$ cat config.mk
export PLATFORM = sky130hd
export DESIGN_NAME = qr_grant_arbiter
export DESIGN_NICKNAME = d
export VERILOG_FILES = /design/src/rtl/qr_grant_arbiter.sv
export SDC_FILE = /design/constraint.sdc
export NUM_CORES = 1
export LEC_CHECK = 0
export CAP_MARGIN = 20
export CORE_AREA = 5 5 42 44
export CTS_BUF_LIST = sky130_fd_sc_hd__clkbuf_8
export DETAILED_ROUTE_END_ITERATION = 16
export DIE_AREA = 0 0 47 49
export PLACE_DENSITY = 0.64
export SLEW_MARGIN = 20
export SYNTH_ARGS = -nofsm -noshare
export SYNTH_HDL_FRONTEND = slang
export SYNTH_SLANG_ARGS = --single-unit
$ cat constraint.sdc
create_clock -name clk -period 2.55 [get_ports clk]
set_clock_uncertainty 0.05 [all_clocks]
set_input_delay 0.255 -clock clk [delete_from_list [all_inputs] [get_ports clk]]
set_output_delay 0.255 -clock clk [all_outputs]
set_load 0.05 [all_outputs]
$ cat src/rtl/qr_grant_arbiter.sv
`default_nettype none
// ============================================================================
// Module      : qr_grant_arbiter
// Description : Two-requester (q/r) round-robin arbiter with bounded hold
//               time and a one-cycle valid pulse per tenure.
//               Optional assertions enabled by macro QR_ARB_SVA_EN.
// Revision    : 1.0 - initial release
// ============================================================================
module qr_grant_arbiter #(
    parameter int MAX_HOLD = 4,
    parameter int CNT_W    = 3
) (
    input  logic             clk,
    input  logic             rst_n,
    input  logic             arb_en,
    input  logic             q_req,
    input  logic             r_req,
    output logic             gnt_q,
    output logic             gnt_r,
    output logic             en,
    output logic             valid,
    output logic [CNT_W-1:0] hold_cnt,
    output logic             last_owner
);

    localparam logic [1:0] c_st_idle  = 2'd0;
    localparam logic [1:0] c_st_own_q = 2'd1;
    localparam logic [1:0] c_st_own_r = 2'd2;

    localparam logic [CNT_W-1:0] c_hold_max = CNT_W'(MAX_HOLD - 1);

    logic [1:0]       r_state;
    logic [CNT_W-1:0] r_hold_cnt;
    logic             r_gnt_q;
    logic             r_gnt_r;
    logic             r_en;
    logic             r_valid;
    logic             r_last_owner;

    logic [1:0]       w_next_state;
    logic [CNT_W-1:0] w_next_hold;
    logic             w_next_valid;
    logic             w_next_last;

    // last_owner resets to r so that q wins the first tie
    always_ff @(posedge clk or negedge rst_n) begin
        if (!rst_n) begin
            r_state      <= c_st_idle;
            r_hold_cnt   <= '0;
            r_gnt_q      <= 1'b0;
            r_gnt_r      <= 1'b0;
            r_en         <= 1'b0;
            r_valid      <= 1'b0;
            r_last_owner <= 1'b1;
        end else begin
            r_state      <= w_next_state;
            r_hold_cnt   <= w_next_hold;
            r_gnt_q      <= (w_next_state == c_st_own_q);
            r_gnt_r      <= (w_next_state == c_st_own_r);
            r_en         <= (w_next_state != c_st_idle);
            r_valid      <= w_next_valid;
            r_last_owner <= w_next_last;
        end
    end

    always_comb begin
        w_next_state = r_state;
        case (r_state)
            c_st_idle: begin
                if (arb_en) begin
                    if (q_req && r_req)
                        w_next_state = r_last_owner ? c_st_own_q : c_st_own_r;
                    else if (q_req)
                        w_next_state = c_st_own_q;
                    else if (r_req)
                        w_next_state = c_st_own_r;
                end
            end
            c_st_own_q: begin
                if (!arb_en)
                    w_next_state = c_st_idle;
                else if (!q_req)
                    w_next_state = r_req ? c_st_own_r : c_st_idle;
                else if ((r_hold_cnt == c_hold_max) && r_req)
                    w_next_state = c_st_own_r;
            end
            c_st_own_r: begin
                if (!arb_en)
                    w_next_state = c_st_idle;
                else if (!r_req)
                    w_next_state = q_req ? c_st_own_q : c_st_idle;
                else if ((r_hold_cnt == c_hold_max) && q_req)
                    w_next_state = c_st_own_q;
            end
            default: w_next_state = c_st_idle;
        endcase
    end

    // A tenure starts whenever the next state is an owner state different
    // from the current one, which covers direct q<->r handover as well.
    always_comb begin
        w_next_hold  = '0;
        w_next_valid = 1'b0;
        w_next_last  = r_last_owner;
        if (w_next_state != c_st_idle) begin
            if (w_next_state != r_state) begin
                w_next_valid = 1'b1;
                w_next_last  = (w_next_state == c_st_own_r);
            end else if (r_hold_cnt != c_hold_max) begin
                w_next_hold  = r_hold_cnt + CNT_W'(1);
            end else begin
                w_next_hold  = r_hold_cnt;
            end
        end
    end

    assign gnt_q      = r_gnt_q;
    assign gnt_r      = r_gnt_r;
    assign en         = r_en;
    assign valid      = r_valid;
    assign hold_cnt   = r_hold_cnt;
    assign last_owner = r_last_owner;

`ifdef QR_ARB_SVA_EN
    a_mutex: assert property (@(posedge clk) disable iff (!rst_n) !(gnt_q && gnt_r))
        $info("a_mutex pass"); else $error("a_mutex violated");
    a_valid_en: assert property (@(posedge clk) disable iff (!rst_n) valid |-> en)
        $info("a_valid_en pass"); else $error("a_valid_en violated");
    a_en_gnt: assert property (@(posedge clk) disable iff (!rst_n) en |-> (gnt_q || gnt_r))
        $info("a_en_gnt pass"); else $error("a_en_gnt violated");
    a_gnt_q_req: assert property (@(posedge clk) disable iff (!rst_n) $rose(gnt_q) |-> $past(q_req))
        $info("a_gnt_q_req pass"); else $error("a_gnt_q_req violated");
    a_hold_max: assert property (@(posedge clk) disable iff (!rst_n) hold_cnt <= c_hold_max)
        $info("a_hold_max pass"); else $error("a_hold_max violated");
    a_fair_q: assert property (@(posedge clk) disable iff (!rst_n)
            (gnt_q && arb_en && q_req && r_req && hold_cnt == c_hold_max) |=> !gnt_q)
        $info("a_fair_q pass"); else $error("a_fair_q violated");
    a_fair_r: assert property (@(posedge clk) disable iff (!rst_n)
            (gnt_r && arb_en && q_req && r_req && hold_cnt == c_hold_max) |=> !gnt_r)
        $info("a_fair_r pass"); else $error("a_fair_r violated");
`endif

endmodule
`default_nettype wire

==> run_results.csv <==
group,metric,value,unit
placement,gp_congestion,0.724,
cts,htreeDepth,1,
synth,synth_edf_count,0,
synth,synthFlopType,"dfrtp_1",
cells_and_area,final_area,718,sq um
routing,viasPerCell,5.27,
setup_path,max_stage_delay,0.44,ns
cells_and_area,num_antenna_cells,0,
cts,clock_latency,0.24,ns
global_route,grt_pass1_wl,1750,microns
floorplanning,coreArea,1400,sq um
cts,ctsHoldBuffers,0,
setup_path,end_kind,"flip-flop",
cells_and_area,fin_nets,69,
sta,maxSlewViolCount,0,
global_route,antenna_found_initial,0,
sta,worst_slack,0.459,ns
synth,synth-seq-area-share,0.466,
cts,clockBufferDepth,2,
sta,holdWs,0.279,ns
global_route,grt_max_degree,11,
placement,port_buffers,12,
synth,yosysUniqueCellTypes,29,
routing,detail_route.wl_per_cell,13.1,microns
setup_path,crit_required,2.65,ns
sta,worstMarginPinSlew,0.498,ns
setup_path,cpMaxStageDelayCell,"a2111oi_4",
floorplanning,num_rows,14,
job,cap_violations,0,
sta,period_needed,2.09,ns
power,internal_power,0.367,mW
power,ir_drop,0.384,mV
cells_and_area,drive_gt1_frac,0.164,
routing,firstDrtPassIters,2,
routing,vias,406,
sta,hold_viol,0,
placement,dp_slack,0.447,ns
placement,placedInstanceArea,663,sq um
power,combPwrFrac,0.257,
cts,cts_buffers,3,
synth,synthArstFlopShare,1.00,
setup_path,crit_top_cell,"ha_1",
setup_path,crit_chain,"ha_1 > ha_1 > mux2_4 > a2111oi_4 > a41oi_1 > o2bb2ai_1",
setup_path,r2r_cells,6,
sta,max-slew-margin-rel,0.667,
floorplanning,io_pins,13,
synth,synth_area,539,sq um
floorplanning,fp.dieW,47,microns
power,power_frac_clock,0.372,
floorplanning,dieArea,2300,sq um
sta,rsz0062_at_grt,"no",
synth,ys_seq_elements,10,
power,leakagePower,0.303,nW
setup_path,cp.arrival,2.19,ns
cts,cts.clk_slew.worst_paths,0.05,ns
routing,drc,0,
placement,dp_hpwl,776,microns
sta,finalSetupTns,0,ns
global_route,grt_pass1_vias,401,
power,swShare,0.307,
floorplanning,initial_core_util,0.385,
cts,post-cts-setup-buffers,0,
cells_and_area,area_growth,33.2,%
synth,syn-num-nets,54,
floorplanning,die_h,49,microns
global_route,grt_util_all_layers,0.107,
power,powerDensity,738,nW/um^2
cts,numClockSinks,10,
worst_hold_path,min_path_type,"primary input to async pin",
synth,syn_inst,47,
outcome,outcome,"complete, no violations",
cts,cts-resized-gates,0,
synth,syn_area_per_cell,11.5,sq um
sta,finalSetupViolCount,0,
power,switchingPower,0.163,mW
setup_path,criticalPathCategory,"flip-flop to flip-flop",
routing,wl,1010,microns
power,seq_power_share,0.371,
global_route,overflow,0,
setup_path,crit_fanout,9,
cts,cts_tree,"yes",
synth,yosys_warnings,0,
cts,cts_root_buffer,"clkbuf_8",
routing,drtIter0Drc,1,
routing,drtAntennaViolNets,0,
sta,finalCritPeriodShare,0.820,
sta,fmax,0.478,GHz
setup_path,worstSetupStartpointType,"flip-flop",
[sequential cells by signal (all words and copies together), names as in the netlist]
name / flops
hold_cnt: 3
r_state: 2
en: 1
gnt_q: 1
gnt_r: 1
last_owner: 1
valid: 1
[critical path: cells and delay by family (launching register included)]
kind,cells,cell delay (ns)
adders and majority gates,2,0.51
AOI/OAI and AO/OA,3,0.69
muxes,1,0.36
DFF,1,0.40
[power groups by stage]
stage          Combinational (mW)  Sequential, mW  Clock (mW)
5_1_grt                     0.144           0.201       0.212
3_5_place_dp                0.137           0.199           0
3_3_place_gp                0.136           0.199           0
2_1_floorplan              0.0445           0.244           0
4_1_cts                     0.138           0.197       0.201
6_report                    0.136           0.197       0.197
[final timing paths]
path,from,end,slack (ns)
worst min-delay path,rst_n,hold_cnt[2],0.28
worst min register to register,last_owner,last_owner,0.47
min in group clk,last_owner,last_owner,0.47
max in group asynchronous,rst_n,last_owner,1.83
worst max register to register,hold_cnt[0],last_owner,0.46
worst max-delay path,hold_cnt[0],last_owner,0.46
[metal layers]
layer / vias up / share of wire / GRT usage
met2: 10 / 0.49 / 0.143
met5: - / 0 / 0
met1: 197 / 0.43 / 0.133
met3: 2 / 0.068 / 0.0627
met4: 0 / 0.010 / 0.0553
li1: 197 / - / -
[cells in the final DEF (no fill, tap or decap)]
cell type and n:
a2111oi_0 1, a2111oi_4 1, a211oi_1 1, a21boi_2 1, a21oi_1 1, a32oi_1 1, a41oi_1 1, and2_1 3
and3_1 2, clkbuf_8 4, clkdlybuf4s50_1 12, dfrtp_1 9, dfstp_2 1, ha_1 2, inv_1 2, mux2_4 1
mux2i_1 1, nand2_1 2, nand2b_1 1, nand4_1 1, nor2_1 5, nor2b_1 1, nor3b_1 1, nor4b_2 1
o21ai_1 1, o21ai_2 1, o2bb2ai_1 1, or2_1 1, xor2_1 1
[cells by family after synthesis]
kind of cell,synth area share
AOI/OAI and AO/OA,0.186
xor gates and xnor gates,0.0162
adders and majority gates,0.0464
buffers and inverters,0.0441
DFF,0.466
muxes,0.0464
and+or+nand+nor,0.195
[cell usage after synthesis, drive strengths merged (2+ instances only)]
| cell | number | area share |
|---|---|---|
| nor2 | 5 | 0.035 |
| ha | 2 | 0.046 |
| a2111oi | 2 | 0.067 |
| nand2 | 2 | 0.014 |
| dfrtp | 9 | 0.42 |
| inv | 2 | 0.014 |
| o21ai | 2 | 0.026 |
| buf | 2 | 0.030 |
| and2 | 3 | 0.035 |
| and3 | 2 | 0.023 |
[layout make-up]
class	instances	area, sq um
timing repair buffer	12	120
fill	146	683
clock buffer	4	55.1
inverter	2	7.51
multi-input combinational	33	264
tap	16	20.0
sequential	10	251
[through the flow]
step	instances	utilization	total power, mW
floorplan	47	-	0.289
global placement	73	0.473	0.336
detailed placement	73	0.473	0.336
CTS	77	0.513	0.536
global route	77	0.513	0.557
finish	77	0.513	0.530
No activity file was read; power rests on OpenSTA's default activity.
